**src/rtl/key_event_detector_pkg.sv**
```systemverilog
// Shared types and sizing helpers for the key event detector.
// Its users enable auto-repeat with the KEY_REPEAT_EN macro.
package key_event_pkg;

  typedef enum logic [1:0] {
    IDLE,
    HELD,
    LONG
  } key_state_e;

  localparam int unsigned MS_PER_S = 1000;

  function automatic int unsigned max(input int unsigned a, input int unsigned b);
    return (a > b) ? a : b;
  endfunction

endpackage

```
**src/rtl/key_event_detector_if.sv**
```systemverilog
// Key level in, event pulses and held level out.
// The detector uses the slave modport and the consumer uses the master modport.
interface key_event_detector_if;
  logic key_state;
  logic key_press;
  logic key_release;
  logic key_click;
  logic key_long;
  logic key_repeat;
  logic key_held;

  modport master (
    output key_state,
    input  key_press, key_release, key_click, key_long, key_repeat, key_held
  );

  modport slave (
    input  key_state,
    output key_press, key_release, key_click, key_long, key_repeat, key_held
  );
endinterface

```
**src/rtl/key_event_detector_ms_tick_gen.sv**
```systemverilog
// 1 ms tick prescaler that counts 0..TICK_DIV-1 and ticks on the terminal count.
// The clr input realigns it to a key press.
module ms_tick_gen
  import key_event_pkg::*;
#(
  parameter int unsigned F_CLK = 50000000
) (
  input  logic clk,
  input  logic rst,
  input  logic clr,
  output logic tick
);

  localparam int unsigned TICK_DIV = F_CLK / MS_PER_S;
  localparam int unsigned PW       = max($clog2(TICK_DIV), 1);
  localparam logic [PW-1:0] TC     = PW'(TICK_DIV - 1);

  logic [PW-1:0] cnt_q, cnt_d;

  always_comb begin
    cnt_d = cnt_q + 1'b1;
    if (clr || (cnt_q == TC)) cnt_d = '0;
  end

  always_ff @(posedge clk or posedge rst) begin
    if (rst) cnt_q <= '0;
    else     cnt_q <= cnt_d;
  end

  assign tick = (cnt_q == TC);

endmodule

```
**src/rtl/key_event_detector.sv**
```systemverilog
// Turns a debounced, active-low key level into press/release/click/long/repeat pulses and a held level.
// Auto-repeat is built only when KEY_REPEAT_EN is defined. Otherwise key_repeat is tied low.
module key_event_detector
  import key_event_pkg::*;
#(
  parameter int unsigned F_CLK     = 50000000,
  parameter int unsigned LONG_MS   = 1000,
  parameter int unsigned REPEAT_MS = 200
) (
  input logic                 clk,
  input logic                 rst,
  key_event_detector_if.slave bus
);

  localparam int unsigned CNT_W         = $clog2(max(LONG_MS, REPEAT_MS) + 1);
  localparam logic [CNT_W-1:0] LONG_TC  = CNT_W'(LONG_MS - 1);
`ifdef KEY_REPEAT_EN
  localparam logic [CNT_W-1:0] REPEAT_TC = CNT_W'(REPEAT_MS - 1);
`endif

  key_state_e       state_q, state_d;
  logic [CNT_W-1:0] ms_q, ms_d, ms_inc;
  logic             key_q;
  logic             press_edge, release_edge, tick;
  logic             press_q, press_d, release_q, release_d, click_q, click_d;
  logic             long_q, long_d, held_q, held_d;
`ifdef KEY_REPEAT_EN
  logic             repeat_q, repeat_d;
`endif

  assign press_edge   = key_q & ~bus.key_state;
  assign release_edge = ~key_q & bus.key_state;
  assign ms_inc       = (ms_q == '1) ? ms_q : ms_q + 1'b1;

  ms_tick_gen #(.F_CLK(F_CLK)) u_tick (
    .clk (clk),
    .rst (rst),
    .clr (press_edge),
    .tick(tick)
  );

  always_ff @(posedge clk or posedge rst) begin
    if (rst) begin
      state_q <= IDLE;
      ms_q    <= '0;
      key_q   <= 1'b1;
    end else begin
      state_q <= state_d;
      ms_q    <= ms_d;
      key_q   <= bus.key_state;
    end
  end

  // A release edge takes priority over a threshold tick in the same cycle.
  always_comb begin
    state_d = state_q;
    ms_d    = ms_q;
    unique case (state_q)
      IDLE: begin
        if (press_edge) begin
          state_d = HELD;
          ms_d    = '0;
        end
      end
      HELD: begin
        if (release_edge) begin
          state_d = IDLE;
        end else if (tick) begin
          if (ms_q == LONG_TC) begin
            state_d = LONG;
            ms_d    = '0;
          end else begin
            ms_d = ms_inc;
          end
        end
      end
      LONG: begin
        if (release_edge) begin
          state_d = IDLE;
        end
`ifdef KEY_REPEAT_EN
        else if (tick) begin
          ms_d = (ms_q == REPEAT_TC) ? '0 : ms_inc;
        end
`endif
      end
      default: state_d = IDLE;
    endcase
  end

  always_comb begin
    press_d   = (state_q == IDLE) && press_edge;
    release_d = (state_q != IDLE) && release_edge;
    click_d   = (state_q == HELD) && release_edge;
    long_d    = (state_q == HELD) && !release_edge && tick && (ms_q == LONG_TC);
    held_d    = (state_d != IDLE);
`ifdef KEY_REPEAT_EN
    repeat_d  = (state_q == LONG) && !release_edge && tick && (ms_q == REPEAT_TC);
`endif
  end

  always_ff @(posedge clk or posedge rst) begin
    if (rst) begin
      press_q   <= 1'b0;
      release_q <= 1'b0;
      click_q   <= 1'b0;
      long_q    <= 1'b0;
      held_q    <= 1'b0;
`ifdef KEY_REPEAT_EN
      repeat_q  <= 1'b0;
`endif
    end else begin
      press_q   <= press_d;
      release_q <= release_d;
      click_q   <= click_d;
      long_q    <= long_d;
      held_q    <= held_d;
`ifdef KEY_REPEAT_EN
      repeat_q  <= repeat_d;
`endif
    end
  end

  assign bus.key_press   = press_q;
  assign bus.key_release = release_q;
  assign bus.key_click   = click_q;
  assign bus.key_long    = long_q;
  assign bus.key_held    = held_q;
`ifdef KEY_REPEAT_EN
  assign bus.key_repeat  = repeat_q;
`else
  assign bus.key_repeat  = 1'b0;
`endif

endmodule
```
**src/flat_wrapper.sv**
```systemverilog
// flat-port wrapper written by rule: the top's interface ports become plain ports
module key_event_detector_flat import key_event_pkg::*;
#(
  parameter int unsigned F_CLK     = 50000000,
  parameter int unsigned LONG_MS   = 1000,
  parameter int unsigned REPEAT_MS = 200
)
  (clk, rst, bus_key_state, bus_key_press, bus_key_release, bus_key_click, bus_key_long, bus_key_repeat, bus_key_held);
  key_event_detector_if bus_i ();
  input logic clk;
  input logic rst;
  input wire logic [$bits(bus_i.key_state)-1:0] bus_key_state;
  output wire logic [$bits(bus_i.key_press)-1:0] bus_key_press;
  output wire logic [$bits(bus_i.key_release)-1:0] bus_key_release;
  output wire logic [$bits(bus_i.key_click)-1:0] bus_key_click;
  output wire logic [$bits(bus_i.key_long)-1:0] bus_key_long;
  output wire logic [$bits(bus_i.key_repeat)-1:0] bus_key_repeat;
  output wire logic [$bits(bus_i.key_held)-1:0] bus_key_held;
  assign bus_i.key_state = bus_key_state;
  assign bus_key_press = bus_i.key_press;
  assign bus_key_release = bus_i.key_release;
  assign bus_key_click = bus_i.key_click;
  assign bus_key_long = bus_i.key_long;
  assign bus_key_repeat = bus_i.key_repeat;
  assign bus_key_held = bus_i.key_held;
  key_event_detector #(.F_CLK(F_CLK), .LONG_MS(LONG_MS), .REPEAT_MS(REPEAT_MS)) u_core (.clk(clk), .rst(rst), .bus(bus_i));
endmodule
```
**config.mk**
```make
export PLATFORM = sky130hd
export DESIGN_NAME = key_event_detector_flat
export DESIGN_NICKNAME = d
export VERILOG_FILES = /design/src/rtl/key_event_detector_pkg.sv /design/src/rtl/key_event_detector_if.sv /design/src/rtl/key_event_detector_ms_tick_gen.sv /design/src/rtl/key_event_detector.sv /design/src/flat_wrapper.sv
export SDC_FILE = /design/constraint.sdc
export NUM_CORES = 1
export LEC_CHECK = 0
export BUFFER_PORTS_ARGS = -buffer_cell sky130_fd_sc_hd__buf_4
export CORE_MARGIN = 2
export CORE_UTILIZATION = 55
export DETAILED_ROUTE_END_ITERATION = 10
export GPL_ROUTABILITY_DRIVEN = 0
export GPL_TIMING_DRIVEN = 0
export PLACE_DENSITY = 0.73
export SLEW_MARGIN = 5
export SYNTH_ARGS = -nofsm -noshare
export SYNTH_HDL_FRONTEND = slang
export SYNTH_SLANG_ARGS = --single-unit
```
**constraint.sdc**
```tcl
create_clock -name clk -period 5.3 [get_ports clk]
set_clock_uncertainty 0.2 [all_clocks]
set_input_delay 1.59 -clock clk [delete_from_list [all_inputs] [get_ports clk]]
set_output_delay 1.59 -clock clk [all_outputs]
set_load 0.01 [all_outputs]
```
==> results of run 1 <==
-- power groups by stage --
stage	Combinational [mW]	Sequential [mW]	Clock [mW]
final	0.0984	0.317	0.152
after global routing	0.115	0.321	0.164
after CTS	0.0987	0.317	0.156
after detailed placement	0.0978	0.322	0
after global placement	0.0930	0.319	0
after floorplan	0.0722	0.316	0
-- synth_stat cells --
| library cell | count | area, µm² |
|---|---|---|
| xnor2_1 | 3 | 26.28 |
| clkbuf_1 | 4 | 15.01 |
| or2_2 | 1 | 6.260 |
| nor3_1 | 2 | 10.01 |
| nor2b_1 | 2 | 12.51 |
| and4bb_2 | 2 | 25.02 |
| o31ai_1 | 6 | 45.04 |
| nand4_1 | 8 | 50.05 |
| or4_1 | 2 | 15.01 |
| nand2b_1 | 5 | 31.28 |
| buf_4 | 1 | 7.510 |
| conb_1 | 1 | 3.750 |
| nor4b_2 | 1 | 15.01 |
| xor2_1 | 9 | 78.83 |
| clkbuf_2 | 1 | 5.000 |
| and4_1 | 3 | 26.28 |
| nand3_1 | 9 | 45.04 |
| and2_1 | 5 | 31.28 |
| dfrtp_1 | 33 | 825.8 |
| nor2_1 | 21 | 78.83 |
| dfstp_2 | 1 | 26.28 |
| a21oi_1 | 5 | 25.02 |
| o21ai_0 | 13 | 65.06 |
| o41ai_1 | 1 | 8.760 |
| and3_1 | 3 | 18.77 |
| or3_1 | 3 | 18.77 |
| nand2_1 | 15 | 56.30 |
| a31oi_1 | 1 | 6.260 |
| ha_1 | 2 | 25.02 |
| inv_1 | 4 | 15.01 |
| o311ai_0 | 1 | 8.760 |
| a221o_1 | 1 | 10.01 |
| or2_0 | 1 | 6.260 |
| nand4bb_1 | 1 | 11.26 |
-- final timing paths --
| path | depth (start not counted) | end | slack (ps) | from |
|---|---|---|---|---|
| min in group asynchronous | 2 | u_core.bus.key_click$_DFF_PP0_ | 1140 | rst |
| worst min register to register | 1 | u_core.u_tick.cnt_q[0]$_DFF_PP0_ | 270 | u_core.u_tick.cnt_q[0]$_DFF_PP0_ |
| worst max-delay path | 7 | u_core.ms_q[8]$_DFFE_PP0P_ | 2090 | bus_key_state |
| max in group asynchronous | 2 | u_core.u_tick.cnt_q[2]$_DFF_PP0_ | 3320 | rst |
| worst min-delay path | 1 | u_core.u_tick.cnt_q[0]$_DFF_PP0_ | 270 | u_core.u_tick.cnt_q[0]$_DFF_PP0_ |
| worst max register to register | 7 | u_core.ms_q[8]$_DFFE_PP0P_ | 2890 | u_core.u_tick.cnt_q[0]$_DFF_PP0_ |
-- area by class of cell --
type / instances / area (µm²) / share of cell area (%)
well taps: 31 / 38.79 / 2.147
repair buffers: 7 / 52.55 / 2.909
multi-input cells: 127 / 760.7 / 42.11
clock buffers: 7 / 55.05 / 3.047
clock inverters: 1 / 5.005 / 0.2770
plain buffers: 6 / 27.53 / 1.524
inverters: 4 / 15.01 / 0.8310
flip-flops and latches: 34 / 852.1 / 47.16
-- layout by cell type (no fill, tap or decap), types with 2 or more instances in the layout --
| cell | count |
|---|---|
| dfrtp_1 | 33 |
| nor2_1 | 21 |
| nand2_1 | 15 |
| o21ai_0 | 13 |
| nand3_1 | 9 |
| xor2_1 | 9 |
| nand4_1 | 8 |
| buf_4 | 8 |
| o31ai_1 | 6 |
| clkbuf_1 | 5 |
| nand2b_1 | 5 |
| a21oi_1 | 5 |
| and2_1 | 5 |
| clkbuf_4 | 5 |
| or3_1 | 3 |
| and3_1 | 3 |
| inv_1 | 3 |
| and4_1 | 3 |
| xnor2_1 | 3 |
| and4bb_2 | 2 |
| nor2b_1 | 2 |
| nor3_1 | 2 |
| or4_1 | 2 |
| ha_1 | 2 |
-- worst max-delay path, stage by stage --
cell and delay [ps]:
buf_4 120, nand2b_1 210, or2_2 320, a221o_1 360, or2_0 240, clkbuf_2 170, o31ai_1 260
-- cells by family (layout without fill, tap and decap cells) --
| family | after synthesis | in the layout |
|---|---|---|
| AND/OR/NAND/NOR | 84 | 84 |
| flip-flops | 34 | 34 |
| AO/OA/AOI/OAI | 28 | 28 |
| XOR/XNOR | 12 | 12 |
| buffers and inverters | 10 | 25 |
| adder cells (fa/ha/maj) | 2 | 2 |
| other | 1 | 1 |
-- metrics by stage --
stage	hold slack, ps	utilization, %
after floorplan	224.5	-
after global placement	238.2	62.27
after detailed placement	257.9	62.27
after CTS	273.3	64.41
after global routing	319.7	64.41
final	271.4	64.41
-- metal layers --
layer  wire, µm  share of wire, %  vias to the layer above
met3        159               5.0                        7
met4         65               2.1                        0
met1       1477                47                      623
li1           -                 -                      627
met5          0                 0                        -
met2       1459                46                       30
==> reports/qor.csv, run 1 <==
stage,metric,value,unit
outcome,status,finished with violations,
outcome,failing checks,DRC,
worst_setup_path,CP Data Required Time,5360,ps
grt,GR Util met3,5.934,%
die,Die ar.,0.003465,mm²
worst_setup_path,Crit path arrival time,3270,ps
finish,Area Growth Syn to Fin,9.146,%
sta,# setup viols final,0,
power_and_ir_drop,Leak,0.7989,nW
worst_setup_path,type of origin of the critical path,primary input,
sta,final hold violations,0,
grt,GR met2 Demand/Resource,32.06,%
finish,Fill cells,227,
finish,Largest register FFs,16,
power_and_ir_drop,clock power share,26.7,%
synth,post-synthesis xor/xnor area fraction,6.349,%
clock_tree,H-Tree Depth,2,
clock_tree,post-cts sizing count,0,
grt,largest net degree at the start of global routing,35,
power_and_ir_drop,Reg power frac,55.9,%
min_path,Hold/Removal Path Class,reg -> reg,
place,pre-CTS setup slack,1732,ps
synth,synthesized flop and latch total,34,
power_and_ir_drop,Cell Pwr Density,314.2,mW/mm²
synth,Synth Net Count,176,
grt,total track usage,21.54,%
sta,setup ws final,2093,ps
synth,compound-cell area share of the yosys netlist,10.20,%
sta,Slew @ Worst Pin,905.1,ps
sta,Pins Over Slew Limit,0,
finish,Final Instance Area,0.001807,mm²
grt,grt ovf,0,
power_and_ir_drop,VDD IR max,0.1901,mV
die,FP Rows,19,
sta,Fin Setup TNS,0,ps
job,maxcap violations,0,
finish,fin cells,217,
clock_tree,worst-skew pair later-pin latency,350,ps
synth,Cell variety after synth,34,
place,DP Cell Count,209,
clock_tree,CTS tree,done,
drt,Post-DRT Antenna Nets,0,
synth,Synth Area in Adders,1.512,%
synth,main combinational cell family by area after synthesis,simple AND/OR/NAND/NOR gates,
synth,Syn. warnings,0,
clock_tree,root buf cell,clkbuf_4,
clock_tree,"Setup Fix Bufs, Post-CTS",0,
power_and_ir_drop,switching power,0.1753,mW
sta,Max Fclk,0.3118,GHz
drt,total number of vias,1287,
die,core area,0.002805,mm²
die,Starting Density,59.01,%
sta,Final period util,60.51,%
die,Top Ports,9,
finish,Largest Register,u_core.u_tick.cnt_q,
sta,unrepaired setup endpoints after global routing,false,
place,dpl cell area,0.001747,mm²
worst_setup_path,worst-path fanout max,7,
place,HPWL Detailed,2.048,mm
clock_tree,CTS max path bufs,2,
power_and_ir_drop,total power,0.5676,mW
synth,cell count after synthesis,171,
drt,drt initial violations,51,
drt,TritonRoute pass-1 iters,7,
finish,fraction of final layout cells sized beyond drive strength 1,11.83,%
power_and_ir_drop,sw frac,30.89,%
synth,sequential area share after synthesis,51.47,%
synth,syn avg cell area,9.680,µm²
clock_tree,CTS buffer count,5,
synth,Post-Synth Simple-Gate Area,27.66,%
finish,Final #Nets,190,
place,number of port buffers,7,
drt,Detailed Route WL,3.161,mm
die,Die Y,58.86,µm
worst_setup_path,Setup CP Type,in -> reg,
sta,Final min period,3207,ps
drt,Vias/cell,5.931,
synth,Mapped Area,0.001655,mm²
synth,multiplexer share of the synthesized area,0,%
power_and_ir_drop,combinational power share,17.3,%
drt,DR WL/cell,14.57,µm
drt,number of remaining DRC errors,4,
die,DIE WIDTH,58.86,µm
grt,number of global-route vias before repair,1204,
power_and_ir_drop,Internal,0.3923,mW
sta,Max-slew headroom,39.14,%
grt,first-pass GRT wire length,5.506,mm
clock_tree,Post-CTS Hold Fix Bufs,0,
grt,met1 GRT Util,29.00,%
worst_setup_path,CP endpoint kind,flop,
clock_tree,CTS sink cnt,34,
grt,Top Usage Layer GRT,met2,
finish,ANT cells,0,
clock_tree,"Reg clk slew, reported paths",100,ps
grt,number of antenna violations at the first check in global routing,0,
finish,Top Registers,"u_core.u_tick.cnt_q (16), u_core.ms_q (10), u_core.state_q (2)",
(Power assumes the default switching activity.)
==> run 2, diff against run 1 <==
--- a/config.mk
+++ b/config.mk
@@ -5,13 +5,14 @@
 export SDC_FILE = /design/constraint.sdc
 export NUM_CORES = 1
 export LEC_CHECK = 0
+export ABC_AREA = 1
 export BUFFER_PORTS_ARGS = -buffer_cell sky130_fd_sc_hd__buf_4
 export CORE_MARGIN = 2
-export CORE_UTILIZATION = 55
+export CORE_UTILIZATION = 54
 export DETAILED_ROUTE_END_ITERATION = 10
 export GPL_ROUTABILITY_DRIVEN = 0
 export GPL_TIMING_DRIVEN = 0
-export PLACE_DENSITY = 0.73
+export PLACE_DENSITY = 0.74
 export SLEW_MARGIN = 5
 export SYNTH_ARGS = -nofsm -noshare
 export SYNTH_HDL_FRONTEND = slang
==> constraint.sdc (replaced) <==
create_clock -name clk -period 2.8 [get_ports clk]
set_clock_uncertainty 0.2 [all_clocks]
set_input_delay 0.84 -clock clk [delete_from_list [all_inputs] [get_ports clk]]
set_output_delay 0.84 -clock clk [all_outputs]
set_load 0.01 [all_outputs]
==> run 2 against run 1 <==
  * The run now ends clean
  * Core utilization fell by 2.2 points
  * Design area rose by 17%
  * Sequential power rose by 86%
  * Total power rose by 85%
  * Flip-flop and latch count did not move
  * Die area rose by 18%
  * Register-to-register slack got worse by 2000 ps
  * Global-route usage rose by 0.38 points
  * Largest power group unchanged
==> reports/qor.csv, run 2 <==
stage,metric,value,unit,change
worst_setup_path,Crit path arrival time,2010,ps,-1260 ps
worst_setup_path,worst-path fanout max,7,,unchanged
synth,leading area contributor after synthesis,dfrtp_1,,
die,Starting Density,57.18,%,-1.8 points
finish,Final Core Density,62.20,%,-2.2 points
finish,Fill cells,312,,+37%
finish,Largest Register,u_core.u_tick.cnt_q,,
finish,Largest register FFs,16,,unchanged
drt,Post-DRT Antenna Nets,0,,unchanged
sta,Max Fclk,0.5157,GHz,
worst_setup_path,worst setup path endpoint,u_core.ms_q[6]$_DFFE_PP0P_,,
sta,Slew @ Worst Pin,693.4,ps,-211.8 ps
sta,final hold violations,0,,unchanged
finish,Top Registers,"u_core.u_tick.cnt_q (16), u_core.ms_q (10), u_core.state_q (2)",,
synth,"Top FF cell, synth",dfrtp_1,,
worst_setup_path,FF-to-FF setup slack,860,ps,-2030 ps
worst_setup_path,Setup CP Type,reg -> reg,,
drt,DR WL/cell,11.21,µm,-23%
clock_tree,CTS tree,done,,
grt,total track usage,21.92,%,+0.38 points
sta,# setup viols final,0,,unchanged
drt,number of remaining DRC errors,0,,-4
synth,"EDFF count, synth",0,,unchanged
worst_setup_path,critical path depth,8,,+1
worst_setup_path,type of origin of the critical path,flop,,
finish,fraction of final layout cells sized beyond drive strength 1,13.98,%,+2.2 points
finish,most frequent cells in the layout,"nand2_1, nor2_1, dfrtp_1",,
synth,Synth top area share,42.61,%,-7.3 points
place,number of port buffers,7,,unchanged
clock_tree,H-Tree Depth,2,,unchanged
die,DIE WIDTH,63.91,µm,+8.6%
sta,Pins Over Slew Limit,0,,unchanged
grt,grt ovf,0,,unchanged
clock_tree,CTS buffer count,5,,unchanged
clock_tree,worst-skew pair later-pin latency,330,ps,-20 ps
drt,TritonRoute pass-1 iters,4,,-3
drt,drt initial violations,134,,+160%
clock_tree,root buf cell,clkbuf_4,,
finish,ANT cells,0,,unchanged
worst_setup_path,WP buf/inv,1,,-1
place,HPWL Detailed,2.753,mm,+34%
finish,"leading cell type in the layout, fill and taps excluded",nand2_1,,
power_and_ir_drop,Cell Pwr Density,498.9,mW/mm²,+59%
worst_setup_path,Reg2Reg Depth,8,,+1
synth,asr flop ratio synth,100.0,%,unchanged
synth,Cell variety after synth,27,,-21%
grt,number of antenna violations at the first check in global routing,0,,unchanged
worst_setup_path,CP Data Required Time,2870,ps,-2490 ps
sta,setup ws final,861.0,ps,-1232 ps
synth,synthesized flop and latch total,34,,unchanged
synth,most frequent cell after synthesis,nand2_1,,
clock_tree,"Reg clk slew, reported paths",110,ps,about the same
synth,cell count after synthesis,264,,+54%
worst_setup_path,CP most frequent cell,nand2_1,,
grt,number of global-route vias before repair,1621,,+35%
sta,Max-slew headroom,53.71,%,+15 points
worst_setup_path,Critical R2R Capture,u_core.ms_q[6]$_DFFE_PP0P_,,
worst_setup_path,Crit path max-delay family,simple AND/OR/NAND/NOR gates,,
clock_tree,post-cts sizing count,0,,unchanged
clock_tree,"Setup Fix Bufs, Post-CTS",0,,unchanged
worst_setup_path,reg2reg start,u_core.ms_q[0]$_DFFE_PP0P_,,
sta,unrepaired setup endpoints after global routing,false,,
outcome,status,"complete, no violations",,
clock_tree,CTS sink cnt,34,,unchanged
power_and_ir_drop,VDD IR max,0.3673,mV,+93%
worst_setup_path,Crit-path slowest cell,dfrtp_1,,
clock_tree,Post-CTS Hold Fix Bufs,0,,unchanged
synth,Synth Net Count,269,,+53%
place,pre-CTS setup slack,539.8,ps,-1192 ps
min_path,Hold/Removal Path Class,reg -> reg,,
worst_setup_path,CP Launch Point,u_core.ms_q[0]$_DFFE_PP0P_,,
job,maxcap violations,0,,unchanged
worst_setup_path,worst-path cell chain,"ha_1, nand2_1, inv_1, nand2_1, nor2_2, nor2_1, nand4_1, nand2_1",,
drt,total number of vias,1642,,+28%
die,Die Y,63.91,µm,+8.6%
synth,Synth area leaders,"dfrtp_1, nand2_1, nor2_1",,
die,core area,0.003390,mm²,+21%
synth,Mapped Area,0.001938,mm²,+17%
worst_setup_path,max incr delay on CP,470,ps,+110 ps
grt,first-pass GRT wire length,6.989,mm,+27%
synth,sequential area share after synthesis,43.96,%,-7.5 points
die,Die ar.,0.004084,mm²,+18%
grt,largest net degree at the start of global routing,35,,unchanged
clock_tree,CTS max path bufs,2,,unchanged
drt,Detailed Route WL,3.642,mm,+15%
finish,Area Growth Syn to Fin,8.780,%,
sta,Final period util,69.25,%,
die,FP Rows,21,,+2
sta,Hold Slack,333.3,ps,+61.85 ps
sta,Fin Setup TNS,0,ps,unchanged
power_and_ir_drop,Leak,1.015,nW,+27%
finish,Final #Nets,283,,+49%
synth,syn avg cell area,7.341,µm²,-24%
synth,Syn. warnings,0,,unchanged
sta,Final min period,1939,ps,
die,Top Ports,9,,unchanged
synth,Post-synth top cells,"nand2_1, nor2_1, dfrtp_1",,
drt,Vias/cell,5.052,,-15%
worst_setup_path,CP endpoint kind,flop,,
-- run 2: cell count changes in the layout (fill, tap and decap cells not counted), moves of 6 or more --
cell / change
nand2_1: +65
inv_1: +26
nor2_1: +20
o21ai_0: -10
nor3_1: +9
o31ai_1: -6
-- run 2: worst min-delay path, stage by stage (launching register included) --
cell and delay, ps:
dfrtp_1 390, nand2_1 60, nand2_1 50
-- run 2: through the flow --
step           total power [mW]  instances  instance area [µm²]
6_report                  1.052        325                 2108
5_1_grt                   1.125        325                 2108
4_1_cts                   1.067        325                 2108
3_5_place_dp             0.7826        317                 2048
3_3_place_gp             0.7802        317                 2048
2_1_floorplan            0.7281        264                 1938
-- run 2: worst min path at each step --
stage	startpoint	endpoint	slack [ps]	depth (start not counted)
2_1_floorplan	u_core.ms_q[1]$_DFFE_PP0P_	u_core.ms_q[1]$_DFFE_PP0P_	280	2
3_3_place_gp	u_core.ms_q[1]$_DFFE_PP0P_	u_core.ms_q[1]$_DFFE_PP0P_	310	2
3_5_place_dp	u_core.ms_q[1]$_DFFE_PP0P_	u_core.ms_q[1]$_DFFE_PP0P_	300	2
4_1_cts	u_core.ms_q[1]$_DFFE_PP0P_	u_core.ms_q[1]$_DFFE_PP0P_	330	2
5_1_grt	u_core.ms_q[4]$_DFFE_PP0P_	u_core.ms_q[4]$_DFFE_PP0P_	370	2
6_report	u_core.ms_q[1]$_DFFE_PP0P_	u_core.ms_q[1]$_DFFE_PP0P_	330	2
-- run 2: layout make-up --
cell class	count	area [µm²]	area share, %
Tap cell	46	57.56	2.730
Buffer	4	28.78	1.365
Inverter	34	127.6	6.053
Clock buffer	7	55.05	2.611
Sequential cell	34	852.1	40.42
Clock inverter	1	5.005	0.2374
Timing Repair Buffer	7	52.55	2.493
Multi-Input combinational cell	192	929.6	44.10
-- run 2: cells by family (layout without fill, tap and decap cells) --
kind of cell	Yosys count	after routing	share of synthesized area [%]
simple gates	175	175	41.06
buf+inv	38	53	8.070
flops	34	34	43.96
compound gates	8	8	2.711
xor+xnor	6	6	2.711
fa+ha+maj	2	2	1.291
other cells	1	1	0.1935
-- run 2: power by group --
group | internal (mW) | switching (mW) | total [mW]
Clock | 0.122 | 0.157 | 0.279
Combinational | 0.0637 | 0.121 | 0.184
Sequential | 0.536 | 0.0527 | 0.589
-- run 2: metal layers --
layer / global-route usage (%) / part of all wire (%) / vias to the layer above
li1: - / - / 857
met5: 0 / 0 / -
met2: 35.55 / 47 / 22
met1: 28.79 / 48 / 759
met4: 7.337 / 1.3 / 0
met3: 5.282 / 3.4 / 4
